$ cat config.mk
export PLATFORM = sky130hd
export DESIGN_NAME = comp_zero_pad
export DESIGN_NICKNAME = d
export VERILOG_FILES = /design/src/rtl/comp_zero_pad.sv
export SDC_FILE = /design/constraint.sdc
export NUM_CORES = 1
export LEC_CHECK = 0
export BUFFER_PORTS_ARGS = -buffer_cell sky130_fd_sc_hd__buf_2
export CAP_MARGIN = 20
export CORE_AREA = 3 3 66 98
export DETAILED_ROUTE_END_ITERATION = 16
export DIE_AREA = 0 0 69 101
export SKIP_LAST_GASP = 1
export SYNTH_ARGS = -nofsm -noshare
export SYNTH_HDL_FRONTEND = slang
export SYNTH_SLANG_ARGS = --single-unit
$ cat constraint.sdc
create_clock -name clk -period 3.03 [get_ports clk]
set_input_delay 0.303 -clock clk [delete_from_list [all_inputs] [get_ports clk]]
set_output_delay 0.303 -clock clk [all_outputs]
set_load 0.005 [all_outputs]
$ cat src/rtl/comp_zero_pad.sv
// rtl/comp_zero_pad.sv - forwards compressed beats and appends zero beats up to a fixed block size
module comp_zero_pad #(
  parameter int DATA_W    = 64,
  parameter int MAX_BEATS = 8,
  parameter int CNT_W     = $clog2(MAX_BEATS + 1)
) (
  input  logic              clk,
  input  logic              rst,
  input  logic              pad_en,
  input  logic [CNT_W-1:0]  comp_size,
  input  logic [DATA_W-1:0] s_data,
  input  logic              s_valid,
  input  logic              s_eop,
  output logic              s_ready,
  output logic [DATA_W-1:0] m_data,
  output logic              m_valid,
  output logic              m_eop,
  input  logic              m_ready,
  output logic              pad_busy,
  output logic              err_overflow
);

  localparam logic [1:0] ST_IDLE = 2'd0;
  localparam logic [1:0] ST_PASS = 2'd1;
  localparam logic [1:0] ST_PAD  = 2'd2;

  localparam logic [CNT_W-1:0] MAX_CNT = CNT_W'(MAX_BEATS);

  logic [1:0]       state;
  logic [CNT_W-1:0] beat_cnt;
  logic [CNT_W-1:0] target;
  logic [CNT_W-1:0] remain;
  logic             pad_mode;

  logic             in_fwd;
  logic [CNT_W-1:0] cur_target;
  logic             cur_mode;
  logic [CNT_W:0]   n_raw;
  logic [CNT_W-1:0] n_sat;
  logic             block_full;
  logic             s_fire;
  logic             m_fire;

  // In IDLE the packet parameters come straight from the inputs so the first beat needs no wait.
  always_comb begin
    in_fwd     = (state != ST_PAD);
    cur_target = target;
    cur_mode   = pad_mode;
    n_raw      = {1'b0, beat_cnt} + (CNT_W+1)'(1);
    if (state == ST_IDLE) begin
      cur_target = (comp_size == '0) ? MAX_CNT : comp_size;
      cur_mode   = pad_en;
      n_raw      = (CNT_W+1)'(1);
    end
    n_sat      = (n_raw > {1'b0, MAX_CNT}) ? MAX_CNT : n_raw[CNT_W-1:0];
    block_full = !cur_mode || (n_raw >= {1'b0, cur_target});
  end

  always_comb begin
    s_ready  = in_fwd ? m_ready : 1'b0;
    m_valid  = in_fwd ? s_valid : 1'b1;
    m_data   = in_fwd ? s_data : '0;
    m_eop    = in_fwd ? (s_valid && s_eop && block_full) : (remain == CNT_W'(1));
    pad_busy = (state == ST_PAD);
    s_fire   = s_valid && s_ready;
    m_fire   = m_valid && m_ready;
  end

  always_ff @(posedge clk or posedge rst) begin
    if (rst) begin
      state        <= ST_IDLE;
      beat_cnt     <= '0;
      target       <= '0;
      remain       <= '0;
      pad_mode     <= 1'b0;
      err_overflow <= 1'b0;
    end else begin
      err_overflow <= 1'b0;
      case (state)
        ST_IDLE, ST_PASS: begin
          if (s_fire) begin
            if (state == ST_IDLE) begin
              target   <= cur_target;
              pad_mode <= pad_en;
            end
            // n_raw keeps one extra bit so a beat past a full-size block still flags overflow.
            err_overflow <= cur_mode && (n_raw > {1'b0, cur_target});
            if (s_eop) begin
              beat_cnt <= '0;
              if (block_full) begin
                state <= ST_IDLE;
              end else begin
                remain <= cur_target - n_raw[CNT_W-1:0];
                state  <= ST_PAD;
              end
            end else begin
              beat_cnt <= n_sat;
              state    <= ST_PASS;
            end
          end
        end
        ST_PAD: begin
          if (m_fire) begin
            remain <= remain - CNT_W'(1);
            if (remain == CNT_W'(1)) begin
              state <= ST_IDLE;
            end
          end
        end
        default: state <= ST_IDLE;
      endcase
    end
  end

endmodule
## Word-level counts from Yosys, hierarchy flattened

Cells that the tools add are included.

- Bits in read-only memories: 0
- Logic and storage cells: 59
- Output and inout bits: 69
- Memory bits (writable): 0
- Bits in registers: 16
- Latch bits: 0
- Bits of input ports: 74
- Memories kept: 0

- Bitwise gates (word level): 0
- Shift operators: 0
- Multipliers: 0
- Mux-type cells: 23
- Div/mod/pow operators: 0
- Order comparisons: 3
- Equality and inequality tests: 9
- Reductions and logical operators: 15
- Add/subtract/negate cells: 3

Operators with widths:

| cell | count |
|---|---|
| 64-bit two-way mux | 1 |
| 4-bit two-way mux | 8 |
| 2-bit two-way mux | 5 |
| 2-bit inequality test, second input constant | 4 |
| 4-bit case mux with 2 select lines | 1 |
| 1-bit two-way mux | 6 |
| 3-bit AND reduction | 2 |
| 4-bit by 1-bit adder with 5-bit output, second input constant | 1 |
| 5-bit by 4-bit greater-or-equal comparator with 1-bit output | 1 |
| 5-bit by 4-bit > comparator with 1-bit output | 1 |
| 5-bit by 4-bit > comparator with 1-bit output, second input constant | 1 |
| 1-bit logical AND | 5 |
| 5-bit two-way mux | 1 |
| 5-bit AND reduction | 1 |
| 4-bit by 1-bit equality test with 1-bit output, second input constant | 1 |
| 4-bit zero test | 1 |
| 2-bit by 1-bit inequality test with 1-bit output, second input constant | 2 |
| 2-bit case mux with 2 select lines | 1 |
| 4-bit by 1-bit subtractor with 4-bit output, second input constant | 1 |
| 4-bit subtractor | 1 |
| 2-bit by 1-bit equality test with 1-bit output, second input constant | 1 |
| 2-bit equality test, second input constant | 1 |
| 2-bit zero test | 1 |
| 2-bit AND reduction | 1 |
| 4 further kinds | 4 |

## Logic depth before layout (Yosys ltp)

Gate-level depths: netlist (run 1).

- Depth after elaboration: 9
- Mapped depth: 9
- Mapped depth without buffers: 9

## Worst setup path before layout (run 1)

OpenSTA, ideal clock, no wires.

- Path type: register to output
- Start point: register state[1]
- End point: output m_eop
- Path buffers: 1
- Arrival time: 2.483 ns
- Path slack: 0.244 ns
- Stages on the path, launching flop included: 10
- Required time: 2.727 ns
- Cell sequence: dfrtp_1 -> clkbuf_1 -> nor2_2 -> mux2i_1 -> inv_1 -> ha_1 -> a21o_1 -> a2111oi_4 -> and3_1 -> o21ai_1

- Longest elaborated chain between the ends: 6
- Elaborated cells on any way between the ends: 10
- Classes of those cells: 1 x order compare; 1 x eq/ne; 4 x mux; 4 x reduce/logical

RTL lines:

| what | line | text |
|---|---|---|
| from (decl) | 29 | `logic [1:0] state;` |
| from (signal assigned) | 71 | `state <= ST_IDLE;` |
| from (signal assigned) | 91 | `state <= ST_IDLE;` |
| from (signal assigned) | 94 | `state <= ST_PAD;` |
| 2-bit zero test | 50 | `if (state == ST_IDLE) begin` |
| 5-bit two-way mux (tied with other cells) | 50 |  |
| 5-bit by 4-bit greater-or-equal comparator with 1-bit output / 1-bit zero test (equally long branches) | 56 | `block_full = !cur_mode \|\| (n_raw >= {1'b0, cur_target});` |
| 1-bit logical OR | 56 |  |
| 1-bit logical AND | 63 | `m_eop = in_fwd ? (s_valid && s_eop && block_full) : (remain == CNT_W'(1));` |
| 1-bit two-way mux (*) | 63 |  |
| to (decl) | 17 | `output logic m_eop,` |

Mark *: on every way between the ends. The rest lies on a longest branch, timed or not.

## Worst setup path in the final report (run 1)

- Start point: register state[0]
- End point: output m_eop

Same word-level chain as after synthesis.

==> summary.md, run 1 <==
| Metric | Value |
|---|---|
| Via count | `2007` |
| Routability cong. | `0.861` |
| Initial antenna violation count | `0` |
| MaxCap Viol Count | `0` |
| Setup violators final | `0` |
| Final ANT Viol Nets | `0` |
| Commonest non-fill, non-tap cells in the layout | `buf_2 (142), and2_1 (66), dfrtp_1 (15), nand2_1 (11)` |
| # hold bufs at CTS | `0` |
| Final instance count without filler cells | `426` |
| Clk_skew | `0.845 ps` |
| Cell Rows | `34` |
| Clock Root Buffer | `clkbuf_8` |
| YS warnings | `0` |
| Post-Syn Area per Cell | `7.93 um2` |
| Top FF cell, synth | `dfrtp_1` |
| Drt pass-1 iters | `5` |
| CP max stage cell | `dfrtp_2` |
| Clock Tree Buf Depth | `2` |
| Static leakage | `1.38 nW` |
| Pint | `0.937 mW` |
| Cells after DPL | `421` |
| Sequential power share | `23.4%` |
| Die area | `6970 um2` |
| Worst Path Arrival | `2600 ps` |
| Max incr delay on CP | `460 ps` |
| Vias in the first global route | `1953` |
| Clock transition at path regs | `70 ps` |
| Slew @ Worst Pin | `626 ps` |
| Max FO, Critical Path | `8` |
| Net Sw Frac | `43.1%` |
| DP HPWL | `4.74 mm` |
| Core Util, Final | `44.9%` |
| Final Critical Period | `2900 ps` |
| Syn Inst Count | `212` |
| Placed cell areas | `2490 um2` |
| Seq/Total Area, Yosys | `23.8%` |
| Area Growth Syn to Fin | `54.3%` |
| Gr usage total | `15.3%` |
| Post-synthesis cell area | `1680 um2` |
| EDFF count, synth | `0` |
| # IOs | `143` |
| Initial core utilization | `29.1%` |
| FMAX | `345 MHz` |
| Slew margin rel. | `58.2%` |
| Status | `complete, no violations` |
| Max-slew violation count | `0` |
| Area share of the largest cell type after synthesis | `24.6%` |
| Clk_lat worst skew | `250 ps` |
| Post-route cell area | `2590 um2` |
| Post-route DRC | `0` |
| Multi-input gate area | `1240 um2` |
| Library cells used by synthesis | `42` |
| IO buf count | `142` |
| Worst hold path class | `input pin to asynchronous set/reset pin` |
| Initial DRC count | `106` |
| Core area | `5790 um2` |
| Die H | `101 um` |
| Synthesized Nets | `297` |
| CP Cell Sequence | `nor2_4 -> buf_4 -> mux2i_2 -> ha_1 -> and4b_2 -> a2111oi_4 -> and3_4 -> o21ai_1 -> buf_2` |
| Flops & latches, synth | `16` |
| Total Wirelength | `5.70 mm` |
| CTS Sinks | `16` |
| Comb pwr share | `64.6%` |
| DP Worst Slack | `283 ps` |
| Dominant cells by area after synthesis | `and2_1 (25%), dfrtp_1 (24%), ha_1 (7.4%), o21ai_0 (3.3%), a2111oi_4 (3.3%)` |
| CP Class | `flip-flop to primary output` |
| First-pass GRT wire length | `8.74 mm` |
| CP Launch Type | `flip-flop` |
| Worst IR Drop VDD | `0.223 mV` |
| Hold Vio Cnt, Final | `0` |
| Switching pwr | `0.711 mW` |
| Layout cells sized above 1 | `47.5%` |
| Clock power share | `12.0%` |
| PD cells | `635 nW/um2` |
| Final #Nets | `440` |
| Most common cell after layout, fill and taps aside | `buf_2` |
| Fillers | `615` |
| CTS tree | `yes` |
| CTS buffer count | `3` |
| Data required, critical path | `2730 ps` |
| GRT overflow | `0` |
| Vias per cell | `4.71` |
| Period utilization | `95.7%` |
| Critical Path End Type | `primary output` |
| Die width | `69 um` |
| H-tree Lvls | `1` |
| Synth area leader | `and2_1` |
| FF+latch area | `402 um2` |
| N_diodes | `0` |
| Per-cell routed wire length | `13.4 um` |
| PnR worst setup slack | `129 ps` |
| Largest net degree at the start of global routing | `42` |
| Share of flip-flops with an asynchronous set or reset | `100%` |
==> power groups by stage <==
stage          Sequential (mW)  Clock (mW)  Combinational [mW]
2_1_floorplan            0.353           0               0.670
4_1_cts                  0.377       0.201                1.01
3_5_place_dp             0.380           0               0.999
3_3_place_gp             0.380           0               0.992
6_report                 0.386       0.198                1.06
5_1_grt                  0.399       0.214                1.20
==> metal layers <==
metal / vias up / global-route usage, % / wire length [um]
li1: 1013 / - / -
met4: 0 / 7.37 / 142
met5: - / 0 / 0
met1: 875 / 18.5 / 2340
met2: 109 / 26.1 / 2810
met3: 10 / 2.69 / 402
==> worst paths after layout <==
kind / end / cells past startpoint / start / slack, ps
setup / recovery: m_eop / 9 / state[0]$_DFFE_PP0P_ / 130
max in group asynchronous: state[0]$_DFFE_PP0P_ / 2 / rst / 2470
setup reg to reg: remain[3]$_DFFE_PP0P_ / 9 / state[0]$_DFFE_PP0P_ / 430
hold reg to reg: pad_mode$_DFFE_PP0P_ / 1 / pad_mode$_DFFE_PP0P_ / 500
min in group clk: state[0]$_DFFE_PP0P_ / 2 / s_eop / 310
hold / removal: err_overflow$_DFF_PP0_ / 2 / rst / 120
==> cells by family (layout without fill, tap and decap cells) <==
| kind of cell | Yosys count | in the layout | share of synthesized area [%] |
|---|---|---|---|
| DFF | 16 | 16 | 23.8 |
| muxes | 5 | 5 | 3.27 |
| buffers and inverters | 22 | 164 | 5.06 |
| xor gates and xnor gates | 3 | 3 | 1.56 |
| and+or+nand+nor | 112 | 112 | 38.8 |
| AOI/OAI and AO/OA | 43 | 43 | 18.9 |
| adders and majority gates | 11 | 11 | 8.63 |
==> state kept, by name (all words and copies together), names as in the netlist <==
signal        cells
beat_cnt          4
remain            4
target            4
pad_mode          1
state             2
err_overflow      1
==> per-stage QoR <==
stage	hold slack, ps	setup TNS (ps)	total power [mW]
2_1_floorplan	217	0	1.02
3_5_place_dp	418	0	1.38
6_report	116	0	1.65
5_1_grt	173	-0.218	1.81
4_1_cts	143	0	1.59
3_3_place_gp	433	0	1.37
==> worst max-delay path: cells and delay by family, from the launching register on <==
kind / cells / cell delay [ps]
AO/OA/AOI/OAI: 2 / 390
adder cells (fa/ha/maj): 1 / 300
buffers and inverters: 2 / 300
flip-flops: 1 / 460
multiplexers: 1 / 250
AND/OR/NAND/NOR: 3 / 660
==> synthesized netlist by cell type, types with 7 or more instances <==
cell type / instances
and2_1: 66
dfrtp_1: 16
nand2_1: 11
o21ai_0: 11
a21oi_1: 10
ha_1: 10
inv_1: 10
clkbuf_1: 9
nor2_1: 9
nand3_1: 7
==> area by class of cell <==
class / instances / area share (%)
multi-input combinational: 174 / 47.9
timing repair buffer: 149 / 29.4
sequential: 16 / 15.5
tap: 72 / 3.47
inverter: 11 / 1.59
clock buffer: 4 / 2.12
==> repair_timing <==
action	CTS	global route
pin swaps	1	1
resized for setup	0	12
setup buffers	0	1
setup endpoints to repair	1	1
Power figures use the tool's default switching activity.
==> inputs of run 2 (changes only) <==
--- a/config.mk
+++ b/config.mk
@@ -10,6 +10,7 @@
 export CORE_AREA = 3 3 66 98
 export DETAILED_ROUTE_END_ITERATION = 16
 export DIE_AREA = 0 0 69 101
+export PLACE_DENSITY_LB_ADDON = 0.08
 export SKIP_LAST_GASP = 1
 export SYNTH_ARGS = -nofsm -noshare
 export SYNTH_HDL_FRONTEND = slang
==> constraint.sdc (replaced) <==
create_clock -name clk -period 3 [get_ports clk]
set_input_delay 0.3 -clock clk [delete_from_list [all_inputs] [get_ports clk]]
set_output_delay 0.3 -clock clk [all_outputs]
set_load 0.005 [all_outputs]
==> run 2 against run 1 <==
Compared with the run above: non-clock buffer count is 7 higher; utilization is 0.56 points higher; clock skew grew 3.7 ps; first-iteration DRC count shrank 19%; clock-buffer cell count unchanged; hold slack improved by 12 ps.
==> summary.md, run 2 (synthesized netlist as in run 1, its figures left out) <==
| Metric | Value |
|---|---|
| CTS buffer count | `3 (unchanged)` |
| Initial core utilization | `29.1% (unchanged)` |
| Clock Root Buffer | `clkbuf_8 (unchanged)` |
| Critical Path End Type | `primary output (unchanged)` |
| IO buf count | `142 (unchanged)` |
| DP HPWL | `5.68 mm (was 4.74 mm)` |
| Largest net degree at the start of global routing | `35 (was 42)` |
| Cell Rows | `34 (unchanged)` |
| PnR worst setup slack | `140 ps (was 129 ps)` |
| PD cells | `645 nW/um2 (was 635 nW/um2)` |
| Final ANT Viol Nets | `0 (unchanged)` |
| Total Wirelength | `6.80 mm (was 5.70 mm)` |
| Routability cong. | `0.900 (was 0.861)` |
| Final instance count without filler cells | `433 (was 426)` |
| Core Util, Final | `45.4% (was 44.9%)` |
| Vias per cell | `4.73 (was 4.71)` |
| Via count | `2050 (was 2007)` |
| Die width | `69 um (unchanged)` |
| CP Launch Type | `flip-flop (unchanged)` |
| First-pass GRT wire length | `9.93 mm (was 8.74 mm)` |
| Area Growth Syn to Fin | `56.2% (was 54.3%)` |
| Drt pass-1 iters | `4 (was 5)` |
| H-tree Lvls | `1 (unchanged)` |
| Initial antenna violation count | `0 (unchanged)` |
| Worst IR Drop VDD | `0.194 mV (was 0.223 mV)` |
| Die H | `101 um (unchanged)` |
| Top flop regs | `beat_cnt (4), remain (4), target (4) (unchanged)` |
| Commonest non-fill, non-tap cells in the layout | `buf_2 (142), and2_1 (66), dfrtp_1 (15), buf_4 (14), nand2_1 (11) (was buf_2 (142), and2_1 (66), dfrtp_1 (15), nand2_1 (11))` |
| Cells after DPL | `423 (was 421)` |
| GRT overflow | `0 (unchanged)` |
| MaxCap Viol Count | `0 (unchanged)` |
| Layout cells sized above 1 | `47.4% (was 47.5%)` |
| Core area | `5790 um2 (unchanged)` |
| Status | `complete, no violations (unchanged)` |
| # IOs | `143 (unchanged)` |
| Clock Tree Buf Depth | `2 (unchanged)` |
| Final setup TNS | `0 ps (unchanged)` |
| RSZ-0062 raised after global routing | `false` |
| Max-slew violation count | `0 (unchanged)` |
| Initial DRC count | `86 (was 106)` |
| # hold bufs at CTS | `0 (unchanged)` |
| Data required, critical path | `2700 ps (was 2730 ps)` |
| Slew @ Worst Pin | `672 ps (was 626 ps)` |
| Post-route DRC | `0 (unchanged)` |
| Worst hold path class | `input pin to asynchronous set/reset pin (unchanged)` |
| Vias in the first global route | `1965 (was 1953)` |
| Worst Path Arrival | `2560 ps (was 2600 ps)` |
| Setup violators final | `0 (unchanged)` |
| DP Worst Slack | `258 ps (was 283 ps)` |
| CTS tree | `yes (unchanged)` |
| Clock transition at path regs | `70 ps (about the same)` |
| Most common cell after layout, fill and taps aside | `buf_2 (unchanged)` |
| Max FO, Critical Path | `9 (was 8)` |
| CP Class | `flip-flop to primary output (unchanged)` |
| Hold Vio Cnt, Final | `0 (unchanged)` |
| Slew margin rel. | `55.2% (was 58.2%)` |
| Gr usage total | `18.4% (was 15.3%)` |
| Final #Nets | `447 (was 440)` |
| Final Critical Period | `2860 ps` |
| Per-cell routed wire length | `15.7 um (was 13.4 um)` |
| Clk_skew | `4.55 ps (was 0.845 ps)` |
| Die area | `6970 um2 (unchanged)` |
| FMAX | `350 MHz` |
| N_diodes | `0 (unchanged)` |
| CTS Sinks | `16 (unchanged)` |
| WHS | `128 ps (was 116 ps)` |
| Clk_lat worst skew | `260 ps (was 250 ps)` |
| Period utilization | `95.3%` |
| Static leakage | `1.42 nW (was 1.38 nW)` |
[run 2: layer usage]
metal	GRT usage (%)	wire length, um	vias up	share of wire [%]
met5	0	0	-	0
met4	4.51	47	0	0.69
met3	4.39	569	2	8.4
met2	33.5	3520	105	52
met1	21.6	2660	919	39
li1	-	-	1024	-
[run 2: per-stage QoR]
stage          instance area [um2]  total power [mW]
6_report                      2630              1.69
5_1_grt                       2630              1.85
4_1_cts                       2560              1.64
3_5_place_dp                  2500              1.43
3_3_place_gp                  2500              1.43
2_1_floorplan                 1680              1.03
[run 2: final timing paths]
kind                                           start                     to  slack, ps  cells after the start
worst max-delay path            state[1]$_DFFE_PP0P_                  m_eop        140                      9
worst min-delay path                             rst  target[2]$_DFFE_PP0P_        130                      2
worst max register to register  state[1]$_DFFE_PP0P_  remain[3]$_DFFE_PP0P_        450                      9
worst min register to register  pad_mode$_DFFE_PP0P_   pad_mode$_DFFE_PP0P_        480                      1
max in group asynchronous                        rst   state[1]$_DFFE_PP0P_       2400                      2
min in group clk                               s_eop   state[0]$_DFFE_PP0P_        350                      2
[run 2: critical path, stage by stage (launching register included)]
cell	delay (ps)
dfrtp_2	480
nor2_4	170
mux2i_2	270
inv_1	70
ha_1	290
a21o_1	220
a2111oi_4	370
and3_4	230
o21ai_1	60
buf_2	130
[run 2: cell type report]
class                           count  area [um2]
Multi-Input combinational cell    174        1220
Clock buffer                        4        55.1
Fill cell                         622        3160
Tap cell                           72        90.1
Sequential cell                    16         402
Inverter                           11        41.3
Timing Repair Buffer              156         816
[run 2: what timing repair did]
item | CTS | global route
endpoints found under the setup margin | 1 | 1
resized for setup | 1 | 7
pin swaps | 0 | 1
setup buffers | 0 | 6
[run 2: where the power goes]
group          internal, mW  switching [mW]  leakage [nW]  total [mW]
Combinational         0.547           0.563          1.19        1.11
Sequential            0.295          0.0877         0.199       0.383
Clock                 0.117          0.0849        0.0288       0.202
